**src/rtl/tag_mem_pkg.sv**
```systemverilog
// Shared encodings for the tag memory arbiter: FSM states, bank selects,
// RorW codes and requester slot numbers.
package tag_mem_pkg;

    typedef enum logic [3:0] {
        ST_IDLE    = 4'd1,
        ST_PRECH   = 4'd2,
        ST_ACCESS  = 4'd4,
        ST_RECOVER = 4'd8
    } state_t;

    localparam logic [2:0] MEM_SEL_EPC = 3'd1;
    localparam logic [2:0] MEM_SEL_S1  = 3'd2;
    localparam logic [2:0] MEM_SEL_S2  = 3'd4;

    localparam logic [1:0] RORW_IDLE  = 2'b00;
    localparam logic [1:0] RORW_READ  = 2'b01;
    localparam logic [1:0] RORW_WRITE = 2'b10;

    localparam int REQ_SW = 0;
    localparam int REQ_EW = 1;
    localparam int REQ_RD = 2;
    localparam int REQ_N  = 3;

    // The EPC writer has a fixed bank; the sensor writer may only touch sensor banks.
    function automatic logic bank_legal(input logic [REQ_N-1:0] grant, input logic [2:0] bank);
        if (grant[REQ_EW])
            return 1'b1;
        if (bank == MEM_SEL_S1 || bank == MEM_SEL_S2)
            return 1'b1;
        return grant[REQ_RD] && (bank == MEM_SEL_EPC);
    endfunction

endpackage

```
**src/rtl/tag_mem_arb_prio.sv**
```systemverilog
// Fixed-priority requester select (sw > ew > rd) with a saturating starvation
// counter that lets a waiting read win after STARVE_LIMIT write grants.
module tag_mem_arb_prio
    import tag_mem_pkg::*;
#(
    parameter int STARVE_LIMIT = 4
) (
    input  logic             clk,
    input  logic             reset,
    input  logic             eval,
    input  logic             sw_req,
    input  logic             ew_req,
    input  logic             rd_req,
    output logic [REQ_N-1:0] grant
);

    localparam int CNT_W = $clog2(STARVE_LIMIT + 1);

    logic [CNT_W-1:0] starve_cnt_reg;
    logic             starved;

    assign starved = (starve_cnt_reg == CNT_W'(STARVE_LIMIT));

    always_comb begin
        grant = '0;
        if (eval) begin
            if (rd_req && starved)
                grant[REQ_RD] = 1'b1;
            else if (sw_req)
                grant[REQ_SW] = 1'b1;
            else if (ew_req)
                grant[REQ_EW] = 1'b1;
            else if (rd_req)
                grant[REQ_RD] = 1'b1;
        end
    end

    // Only write grants that overtake a pending read count towards starvation.
    always_ff @(posedge clk or posedge reset) begin
        if (reset)
            starve_cnt_reg <= '0;
        else if (!rd_req || grant[REQ_RD])
            starve_cnt_reg <= '0;
        else if ((grant[REQ_SW] || grant[REQ_EW]) && !starved)
            starve_cnt_reg <= starve_cnt_reg + 1'b1;
    end

endmodule

```
**src/rtl/tag_mem_arbiter.sv**
```systemverilog
// Arbitrates the tag memory macro between sensor write, EPC write and read
// paths, sequencing precharge/access/recover with fully registered outputs.
module tag_mem_arbiter
    import tag_mem_pkg::*;
#(
    parameter int ADDR_W       = 6,
    parameter int DATA_W       = 16,
    parameter int STARVE_LIMIT = 4
) (
    input  logic              clk,
    input  logic              reset,
    input  logic              sw_req,
    input  logic [2:0]        sw_bank,
    input  logic [ADDR_W-1:0] sw_addr,
    input  logic [DATA_W-1:0] sw_data,
    output logic              sw_done,
    input  logic              ew_req,
    input  logic [ADDR_W-1:0] ew_addr,
    input  logic [DATA_W-1:0] ew_data,
    output logic              ew_done,
    input  logic              rd_req,
    input  logic [2:0]        rd_bank,
    input  logic [ADDR_W-1:0] rd_addr,
    output logic [DATA_W-1:0] rd_data,
    output logic              rd_done,
    output logic              err_bank,
    input  logic [DATA_W-1:0] mem_read_in,
    output logic [DATA_W-1:0] mem_data_out,
    output logic [ADDR_W-1:0] mem_address,
    output logic [2:0]        mem_sel,
    output logic              PC_B,
    output logic              WE,
    output logic              SE,
    output logic [1:0]        RorW,
    output logic              busy
);

    state_t             state_reg;
    logic [REQ_N-1:0]   grant;
    logic [REQ_N-1:0]   winner_reg;
    logic [DATA_W-1:0]  lat_data_reg;
    logic [2:0]         req_bank;
    logic [ADDR_W-1:0]  req_addr;
    logic [DATA_W-1:0]  req_data;

    tag_mem_arb_prio #(
        .STARVE_LIMIT(STARVE_LIMIT)
    ) u_prio (
        .clk   (clk),
        .reset (reset),
        .eval  (state_reg == ST_IDLE),
        .sw_req(sw_req),
        .ew_req(ew_req),
        .rd_req(rd_req),
        .grant (grant)
    );

    always_comb begin
        req_bank = sw_bank;
        req_addr = sw_addr;
        req_data = sw_data;
        if (grant[REQ_EW]) begin
            req_bank = MEM_SEL_EPC;
            req_addr = ew_addr;
            req_data = ew_data;
        end else if (grant[REQ_RD]) begin
            req_bank = rd_bank;
            req_addr = rd_addr;
            req_data = '0;
        end
    end

    always_ff @(posedge clk or posedge reset) begin
        if (reset) begin
            state_reg    <= ST_IDLE;
            winner_reg   <= '0;
            lat_data_reg <= '0;
            rd_data      <= '0;
            sw_done      <= 1'b0;
            ew_done      <= 1'b0;
            rd_done      <= 1'b0;
            err_bank     <= 1'b0;
            mem_data_out <= '0;
            mem_address  <= '0;
            mem_sel      <= '0;
            PC_B         <= 1'b1;
            WE           <= 1'b0;
            SE           <= 1'b0;
            RorW         <= RORW_IDLE;
            busy         <= 1'b0;
        end else begin
            sw_done  <= 1'b0;
            ew_done  <= 1'b0;
            rd_done  <= 1'b0;
            err_bank <= 1'b0;
            unique case (state_reg)
                ST_IDLE: begin
                    if (|grant) begin
                        winner_reg   <= grant;
                        lat_data_reg <= req_data;
                        busy         <= 1'b1;
                        if (bank_legal(grant, req_bank)) begin
                            state_reg   <= ST_PRECH;
                            PC_B        <= 1'b0;
                            mem_sel     <= req_bank;
                            mem_address <= req_addr;
                            RorW        <= grant[REQ_RD] ? RORW_READ : RORW_WRITE;
                        end else begin
                            // Bad bank: skip the macro entirely and report at once.
                            state_reg <= ST_RECOVER;
                            sw_done   <= grant[REQ_SW];
                            ew_done   <= grant[REQ_EW];
                            rd_done   <= grant[REQ_RD];
                            err_bank  <= 1'b1;
                        end
                    end
                end
                ST_PRECH: begin
                    PC_B <= 1'b1;
                    if (winner_reg[REQ_RD]) begin
                        SE <= 1'b1;
                    end else begin
                        WE           <= 1'b1;
                        mem_data_out <= lat_data_reg;
                    end
                    state_reg <= ST_ACCESS;
                end
                ST_ACCESS: begin
                    WE   <= 1'b0;
                    SE   <= 1'b0;
                    RorW <= RORW_IDLE;
                    if (winner_reg[REQ_RD])
                        rd_data <= mem_read_in;
                    sw_done   <= winner_reg[REQ_SW];
                    ew_done   <= winner_reg[REQ_EW];
                    rd_done   <= winner_reg[REQ_RD];
                    state_reg <= ST_RECOVER;
                end
                ST_RECOVER: begin
                    state_reg <= ST_IDLE;
                    busy      <= 1'b0;
                end
                default: begin
                    state_reg <= ST_IDLE;
                    busy      <= 1'b0;
                end
            endcase
        end
    end

endmodule

```
**config.mk**
```make
export PLATFORM = sky130hd
export DESIGN_NAME = tag_mem_arbiter
export DESIGN_NICKNAME = d
export VERILOG_FILES = /design/src/rtl/tag_mem_pkg.sv /design/src/rtl/tag_mem_arb_prio.sv /design/src/rtl/tag_mem_arbiter.sv
export SDC_FILE = /design/constraint.sdc
export NUM_CORES = 1
export LEC_CHECK = 0
export ABC_AREA = 1
export CAP_MARGIN = 20
export CORE_MARGIN = 1
export CORE_UTILIZATION = 35
export CTS_BUF_LIST = sky130_fd_sc_hd__clkbuf_2
export CTS_CLUSTER_SIZE = 24
export DETAILED_ROUTE_END_ITERATION = 8
export PLACE_DENSITY = 0.67
export SYNTH_ARGS = -nofsm -noshare
export SYNTH_HDL_FRONTEND = slang
export SYNTH_SLANG_ARGS = --single-unit
```
**constraint.sdc**
```tcl
create_clock -name clk -period 4.8 [get_ports clk]
set_clock_uncertainty 0.05 [all_clocks]
set_input_delay 0.96 -clock clk [delete_from_list [all_inputs] [get_ports clk]]
set_output_delay 0.96 -clock clk [all_outputs]
set_load 0.01 [all_outputs]
```
==> summary.md <==
| Metric | Value |
|---|---|
| P_sw | 854 uW |
| Deepest clock path buffer count | 2 |
| Worst-skew pair later-pin latency | 0.48 ns |
| Worst Path Arrival | 3.09 ns |
| Syn Nets | 410 |
| Slew HR | 0.431 |
| Top cells by area, synth | dfrtp_1 54%, mux2_2 10%, nand2_1 6.0% |
| Unrepaired setup endpoints after global routing | no |
| Most frequent cells after synthesis | 75 x dfrtp_1, 55 x nand2_1, 32 x mux2_2, 24 x nor2_1, 23 x nand3_1 |
| Vias after detailed routing | approximately 2,800 |
| P_leak | around 0.0023 uW |
| Post-DP HPWL | a little under 6000 um |
| Fin worst setup slack | 2.06 ns |
| Vias in the first global route | about 2,800 |
| Core Box Area | 0.00942 mm2 |
| Nature of the critical path endpoint | flop |
| Gr ovfl total | 0 |
| Placed cells | 575 |
| Routability cong. | just over 0.8 |
| Final cell count without fillers | 591 |
| Post-Synth XOR/XNOR Area | 0.00254 |
| CTS Sinks | 77 |
| Initial drt markers | 138 |
| Hold slack | 0.442 ns |
| Largest net degree at the start of global routing | 51 |
| DRT Pass-1 Iters | 4 |
| Synth Area in Adders | 0.00724 |
| Hold WC Path Type | flop to flop |
| Die ar. | 0.0103 mm2 |
| R2R cell count | 11 |
| Fin. max-slew vios | 0 |
| Yosys top cell by area | dfrtp_1 |
| Syn Inst Count | 331 |
| CP Launch Point | rd_req |
| Sequential share of power | 0.416 |
| Synth Area in Compound Gates | 0.112 |
| Pwr dens | 494 mW/mm2 |
| Clk slew on worst S/H paths | 0.20 ns |
| Number of port buffers | 127 |
| Hold Path Origin | PC_B |
| Core Util, Final | 0.526 |
| R2R Setup Slk | 2.38 ns |
| Die width | 101 um |
| Final net count | between 500 and 600 |
| Worst-Margin Slew | roughly 0.85 ns |
| Final hold violation count | 0 |
| Post-CTS sizing | 0 |
| Initial antenna violation count | 0 |
| Simple-Gate Fraction of Synth Area | 0.161 |
| Num CTS Buffers | 9 |
| Share of the synthesized area in the top cell type | 0.543 |
| Area Growth Syn to Fin | 43.3% |
| Hold path endpoint | PC_B |
| Critical Path Source Type | input port |
| Post-layout min period | 2.74 ns |
| F_max | 0.365 GHz |
| First-pass GRT wire length | 13,700 um |
| Sequential-to-total area share from yosys stat | 0.558 |
| Worst r2r src | u_prio.starve_cnt_reg[0] |
| Vias per inst | 4.68 |
| Pre-CTS setup slack | 1.53 ns |
| R2R Path End | lat_data_reg[6] |
| Post-CTS Setup Bufs | 0 |
| Hold path cells | 2 |
| P_int | approximately 1600 uW |
| Die Ht | 101 um |
| Synthesized area | 0.00345 mm2 |
| Setup-failing EPs final | 0 |
| DR WL/cell | 14.0 um |
| Synthesis-stage register bit count | 77 |
| CP required | ~5 ns |
| Synth Flop Type | dfrtp_1 |
| Gate power share | 0.421 |
| Hold Buf Count CTS | 0 |
| GRT Total Usage | 0.173 |
| Diode count | 0 |
| Most frequent cell after synthesis | dfrtp_1 |
| Root Driver | clkbuf_2 |
| DRC Markers | 0 |
| TritonCTS clock tree | done |
| Post-synthesis area per instance | 10.4 um2 |
| Clk network pwr share | 0.163 |
| Post-synth EDFFs | 0 |
| Largest family of logic cells by synthesized area | simple AND/OR/NAND/NOR gates |
| Starting Density | 0.367 |
| Sw frac | 0.349 |
| Drt total wl | 8250 um |
| Share of flip-flops with an asynchronous set or reset | 1.00 |
| Worst vdd ir | 0.000173 V |
| Fraction of layout cells with a size suffix above 1 | 0.171 |
| Status | complete, no violations |
| Crit share post-route | 0.571 |
| Antenna-violating nets left | 0 |
| Post-synthesis mux area share | 0.104 |
| Crit path max fanout | 35 |
| Sum Neg Setup Slack | 0 ns |
| Yosys warnings | 0 |
| Site Rows | 35 |
| Yosys cell types | 29 |
| Top-level I/O count | 128 |
| Max-cap violations | 0 |
| CTS H-tree depth | 3 |
| Critical path class | input port to flop |
## worst max-delay path, cell delays in order
cell	delay, ns
clkdlybuf4s50_1	0.53
nand3_2	0.12
nand3_1	0.11
inv_2	0.05
nand2_4	0.29
inv_2	0.26
nor3_4	0.19
buf_4	0.37
nand2_1	0.10
o31ai_1	0.08
## cell families after synthesis
kind of cell / after synthesis
AO/OA/AOI/OAI: 61
AND/OR/NAND/NOR: 117
XOR/XNOR: 1
flip-flops: 77
adder cells (fa/ha/maj): 2
multiplexers: 32
buffers and inverters: 41
## per-stage QoR
stage | total power [uW] | cell area (um2)
global route | 2640 | 4950
floorplan | 1600 | 3450
detailed placement | 2080 | 4820
CTS | 2480 | 4950
finish | 2450 | 4950
global placement | 2050 | 4820
## area by class of cell
class	count	area, um2
clock buffer	9	45.0
clock inverter	7	88.8
fill	871	4460
inverter	27	105
multi-input combinational	213	1340
sequential	77	1930
tap	129	161
timing repair buffer	129	1290
## worst max-delay path by stage
stage,to,slack [ns],depth (start not counted)
4_1_cts,state_reg[3],2.07,9
6_report,lat_data_reg[6],2.06,10
5_1_grt,lat_data_reg[13],1.88,10
3_5_place_dp,lat_data_reg[10],1.53,10
3_3_place_gp,state_reg[3],1.60,9
2_1_floorplan,RorW[0],1.83,1
## layout by cell type, fill, tap and decap left out, types with 2 or more instances in the layout
| master | instances |
|---|---|
| a21oi_1 | 17 |
| buf_4 | 2 |
| bufinv_16 | 2 |
| clkbuf_2 | 9 |
| clkdlybuf4s50_1 | 127 |
| clkinv_2 | 5 |
| dfrtp_1 | 75 |
| dfstp_2 | 2 |
| ha_1 | 2 |
| inv_1 | 21 |
| inv_2 | 4 |
| mux2_2 | 32 |
| nand2_1 | 55 |
| nand2_2 | 5 |
| nand2_4 | 4 |
| nand3_1 | 23 |
| nand3_2 | 2 |
| nor2_1 | 24 |
| o21ai_0 | 15 |
| o21ai_2 | 8 |
| o31ai_1 | 17 |
## per-layer routing
| layer | track usage | vias to the layer above | routed length (um) |
|---|---|---|---|
| met3 | 0.0421 | 8 | 465 |
| met5 | 0 | - | 0 |
| met4 | 0.0435 | 0 | 75 |
| li1 | - | 1364 | - |
| met2 | 0.290 | 85 | 3990 |
| met1 | 0.224 | 1308 | 3720 |
## power groups by stage
stage,combinational [uW],clock [uW],sequential (uW)
after CTS,1040,412,1020
after detailed placement,1040,0,1040
after global routing,1140,443,1050
final,1030,399,1020
after floorplan,519,0,1080
after global placement,1020,0,1030
(Power assumes the default switching activity.)
